--- config.mk ---
export PLATFORM = sky130hd
export DESIGN_NAME = adder_result_collector
export DESIGN_NICKNAME = d
export VERILOG_FILES = /design/src/rtl/adder_result_collector.sv
export SDC_FILE = /design/constraint.sdc
export NUM_CORES = 1
export LEC_CHECK = 0
export BUFFER_PORTS_ARGS = -buffer_cell sky130_fd_sc_hd__buf_2
export CAP_MARGIN = 20
export CORE_ASPECT_RATIO = 0.7
export CORE_MARGIN = 2
export CORE_UTILIZATION = 55
export DETAILED_ROUTE_END_ITERATION = 6
export PLACE_DENSITY = 0.73
export SLEW_MARGIN = 10
export SYNTH_ARGS = -nofsm -noshare
export SYNTH_HDL_FRONTEND = slang
export SYNTH_SLANG_ARGS = --single-unit
--- constraint.sdc ---
create_clock -name clk -period 3.9 [get_ports clk]
set_clock_uncertainty 0.2 [all_clocks]
set_input_delay 0.39 -clock clk [delete_from_list [all_inputs] [get_ports clk]]
set_output_delay 0.39 -clock clk [all_outputs]
set_load 0.01 [all_outputs]
--- src/rtl/adder_result_collector.sv ---
// Collects results of the pipelined adder into an in-order FIFO, using credit-based issue control.
// Optional sticky protocol-error output is enabled by defining ADDER_COLLECT_ERR_EN.
module adder_result_collector #(
    parameter int DEPTH   = 8,
    parameter int SUM_LAT = 5
) (
    input  logic        clk,
    input  logic        reset,
    input  logic        issue_valid,
    output logic        issue_ready,
    input  logic [31:0] adder_sum,
    input  logic        adder_cout,
    output logic        out_valid,
    input  logic        out_ready,
    output logic [31:0] out_sum,
    output logic        out_cout
`ifdef ADDER_COLLECT_ERR_EN
    ,
    output logic        issue_err
`endif
);

    localparam int DATA_W = 32;
    localparam int PTR_W  = $clog2(DEPTH);
    localparam int CNT_W  = PTR_W + 1;

    localparam logic [PTR_W-1:0] PTR_ONE    = {{(PTR_W-1){1'b0}}, 1'b1};
    localparam logic [CNT_W-1:0] CNT_ONE    = {{(CNT_W-1){1'b0}}, 1'b1};
    localparam logic [CNT_W-1:0] CREDIT_RST = CNT_W'(DEPTH);

    logic [SUM_LAT-1:0] vld_q, vld_d;
    logic               cout_al_q, cout_al_d;
    logic [PTR_W-1:0]   wr_ptr_q, wr_ptr_d;
    logic [PTR_W-1:0]   rd_ptr_q, rd_ptr_d;
    logic [CNT_W-1:0]   count_q, count_d;
    logic [CNT_W-1:0]   credits_q, credits_d;
    logic [DATA_W:0]    mem_q [DEPTH];

    logic accept;
    logic pop;
    logic wr_en;

    assign issue_ready = (credits_q != '0);
    assign accept      = issue_valid && issue_ready;
    assign out_valid   = (count_q != '0);
    assign pop         = out_valid && out_ready;
    assign wr_en       = vld_q[SUM_LAT-1];

    // Head is forced to zero while empty, so outputs are defined without resetting storage.
    assign out_sum  = out_valid ? mem_q[rd_ptr_q][DATA_W-1:0] : '0;
    assign out_cout = out_valid ? mem_q[rd_ptr_q][DATA_W] : 1'b0;

    always_comb begin
        vld_d     = {vld_q[SUM_LAT-2:0], accept};
        cout_al_d = cout_al_q;
        if (vld_q[SUM_LAT-2]) begin
            cout_al_d = adder_cout;
        end

        wr_ptr_d = wr_en ? wr_ptr_q + PTR_ONE : wr_ptr_q;
        rd_ptr_d = pop ? rd_ptr_q + PTR_ONE : rd_ptr_q;

        count_d = count_q;
        case ({wr_en, pop})
            2'b10:   count_d = count_q + CNT_ONE;
            2'b01:   count_d = count_q - CNT_ONE;
            default: count_d = count_q;
        endcase

        credits_d = credits_q;
        case ({accept, pop})
            2'b10:   credits_d = credits_q - CNT_ONE;
            2'b01:   credits_d = credits_q + CNT_ONE;
            default: credits_d = credits_q;
        endcase
    end

    // Control stage: delay line, carry alignment, pointers, occupancy and credits
    always_ff @(posedge clk or posedge reset) begin
        if (reset) begin
            vld_q     <= '0;
            cout_al_q <= 1'b0;
            wr_ptr_q  <= '0;
            rd_ptr_q  <= '0;
            count_q   <= '0;
            credits_q <= CREDIT_RST;
        end else begin
            vld_q     <= vld_d;
            cout_al_q <= cout_al_d;
            wr_ptr_q  <= wr_ptr_d;
            rd_ptr_q  <= rd_ptr_d;
            count_q   <= count_d;
            credits_q <= credits_d;
        end
    end

    // Storage stage: carry was aligned one cycle earlier, so it pairs with the current sum
    always_ff @(posedge clk) begin
        if (wr_en) begin
            mem_q[wr_ptr_q] <= {cout_al_q, adder_sum};
        end
    end

`ifdef ADDER_COLLECT_ERR_EN
    logic err_q;

    always_ff @(posedge clk or posedge reset) begin
        if (reset) begin
            err_q <= 1'b0;
        end else if (issue_valid && !issue_ready) begin
            err_q <= 1'b1;
        end
    end

    assign issue_err = err_q;
`endif

endmodule

==> impl_metrics.yaml <==
synth:
  ys_ff_latch: 284
  syn_nets: 533
  seq_area_frac_synth_pct: 77.0
  synthCells: 487
  ys.flop_type: "edfxtp_1"
  yosys_warnings: 0
  synth_edf_count: 264
  syn_area_per_cell_sq_um: 22.5
  syn_area_sq_um: 11000
  yosysUniqueCellTypes: 36
  synth_async_sr_flop_share_pct: 7.04
floorplanning:
  die_h_microns: 122
  ios: 72
  placementRows: 43
  die_w_microns: 173
  die_area_sq_um: 21100
  start_util_pct: 55.6
  core_sq_um: 19700
layout:
  layout_common_cells: "264 x edfxtp_1, 71 x buf_2, 66 x mux4_2"
  layout_commonest_cell: "edfxtp_1"
  antenna_cells: 0
  multi_input_area_sq_um: 2390
  nFillCells: 1311
  regArea_sq_um: 8430
  fin_nets: 657
  drive_gt1_share_pct: 33.0
  syn_to_final_growth_pct: 17.6
sta:
  finalCritPeriodShare_pct: 82.3
  setup_viol: 0
  setup_ws_ns: 0.692
  finalSetupTns_ns: 0
  period_needed_ns: 3.21
  max_freq_mhz: 312
  grt_setup_unrepaired: "false"
  hold_viol: 0
  slew_viol_final: 0
  maxSlewHeadroom_pct: 38.7
  worst_pin_slew_ns: 0.919
outcome:
  status: "complete, no violations"
place:
  routabilityCongestion: 0.754
  place_ws_ns: 0.870
  port_buffers: 71
  dpl.hpwl_microns: 11500
setup_path:
  required_ns: 3.31
  cp-start-kind: "flip-flop"
  cp.arrival_ns: 2.62
  crit_slowest_cell: "dfrtp_4"
  critPathKind: "reg -> out"
  path_cells: "buf_4, mux4_2, a22o_1, buf_2"
  cp_slowest_stage_delay_ns: 0.77
  critPathMaxFanout: 23
  end_kind: "primary output"
clocking:
  cts_num_sinks: 284
  cts_htree_levels: 1
  clock-root-buffer: "clkbuf_16"
  worstSkewPairLatency_ns: 0.52
  cts_tree: "done"
  clockBufferDepth: 3
  cts_buffers: 26
  path_clk_slew_ns: 0.07
  postCtsSetupBuffers: 0
job:
  maxCapViolCount: 0
global_route:
  grt-ovfl-total: 0
  antenna_found_initial: 0
  grt_usage_pct: 20.4
  grt_pass1_vias: 5610
  grt_pass1_wl_microns: 32100
  grt_max_degree: 37
routing:
  drt_iter0_markers: 469
  drt_first_pass_iters: 5
  drc: 0
  via_count: 5213
  ant_nets: 0
  wl_per_cell_microns: 22.8
  drt-total-wl_microns: 20500
  vias_per_cell: 5.79
power:
  powerDensity_nw_per_um2: 754
  irDropWorstVdd_mv: 0.457
  leakagePower_uw: 0.00437
worst_hold_path:
  min_path_type: "reg -> reg"
[Yosys cell counts, types with 2 or more instances]
cell type	n	area share [%]
a21o_1	2	0.14
a21oi_1	2	0.091
a22o_1	33	2.6
buf_1	2	0.069
buf_2	8	0.37
buf_6	8	0.82
clkbuf_1	8	0.27
dfrtp_1	19	4.3
edfxtp_1	264	72
ha_1	8	0.91
inv_1	7	0.24
mux2_2	5	0.51
mux2i_1	2	0.18
mux4_2	66	14
nand2_1	6	0.21
nand2b_1	3	0.17
nand3_1	2	0.091
nand3b_1	3	0.21
nor2_1	7	0.24
nor2b_1	2	0.11
nor3_1	2	0.091
o221ai_1	2	0.16
or3_1	3	0.17
or4_1	4	0.27
xnor2_1	7	0.56
xor2_1	2	0.16
[sequential cells by signal (all words and copies together), names as in the netlist]
signal,cells
cout_al_q,1
count_q,4
rd_ptr_q,3
wr_ptr_q,3
mem_q,264
vld_q,5
credits_q,4
[timing repair]
item                                   4_1_cts  5_1_grt
endpoints found under the hold margin      278        0
resized for setup                            0        0
hold buffers                                36        0
[critical path, delay by kind of cell (launching register included)]
kind	cells	cell delay, ns
buf+inv	2	0.50
flops	1	0.77
mux	1	0.56
compound gates	1	0.26
[metrics by stage]
| step | util (%) | instances | area [sq um] | power (uW) | hold WS (ns) |
|---|---|---|---|---|---|
| floorplan | - | 487 | 11000 | 6300 | 0.131 |
| global placement | 59.3 | 817 | 11700 | 7170 | 0.135 |
| detailed placement | 59.3 | 817 | 11700 | 7280 | 0.141 |
| CTS | 65.4 | 900 | 12900 | 9820 | 0.154 |
| global route | 65.4 | 900 | 12900 | 10200 | 0.169 |
| finish | 65.4 | 900 | 12900 | 9710 | 0.156 |
[logic make-up (layout without fill, tap and decap cells)]
group	Yosys count	count (layout)	share of synthesized area, %
buf+inv	33	176	1.77
simple gates	35	35	1.82
fa+ha+maj	9	9	1.10
compound gates	44	44	3.38
flops	284	284	77.0
mux	73	73	14.3
xor+xnor	9	9	0.720
[report_power, final]
group          switching [uW]  internal (uW)
sequential                340           3870
clock                    1030           1460
combinational            1530           1480
total                    2900           6810
[cell type report]
| cell class | instances | share of cell area [%] |
|---|---|---|
| Clock buffer | 31 | 5.36 |
| Clock inverter | 16 | 1.16 |
| Inverter | 7 | 0.204 |
| Multi-Input combinational cell | 170 | 18.6 |
| Sequential cell | 284 | 65.5 |
| Tap cell | 270 | 2.62 |
| Timing Repair Buffer | 122 | 6.62 |
[path summary, 6_finish.rpt]
| path | startpoint | to | slack (ns) | cells past startpoint |
|---|---|---|---|---|
| max in group asynchronous | reset | rd_ptr_q[0] | 2.58 | 3 |
| min | vld_q[2] | vld_q[3] | 0.16 | 0 |
| max | rd_ptr_q[0] | out_sum[6] | 0.69 | 4 |
| min reg2reg | vld_q[2] | vld_q[3] | 0.16 | 0 |
| max reg2reg | count_q[0] | credits_q[3] | 0.85 | 9 |
| min in group asynchronous | reset | count_q[2] | 0.35 | 3 |
[routing by layer]
metal	vias to the layer above	global-route usage [%]	share of wire, %
met4	0	4.98	1.7
met5	-	0	0
li1	2302	-	-
met1	2697	27.2	42
met3	32	4.21	6.4
met2	182	35.2	50
Note: power is estimated with default switching activity, not from simulation.
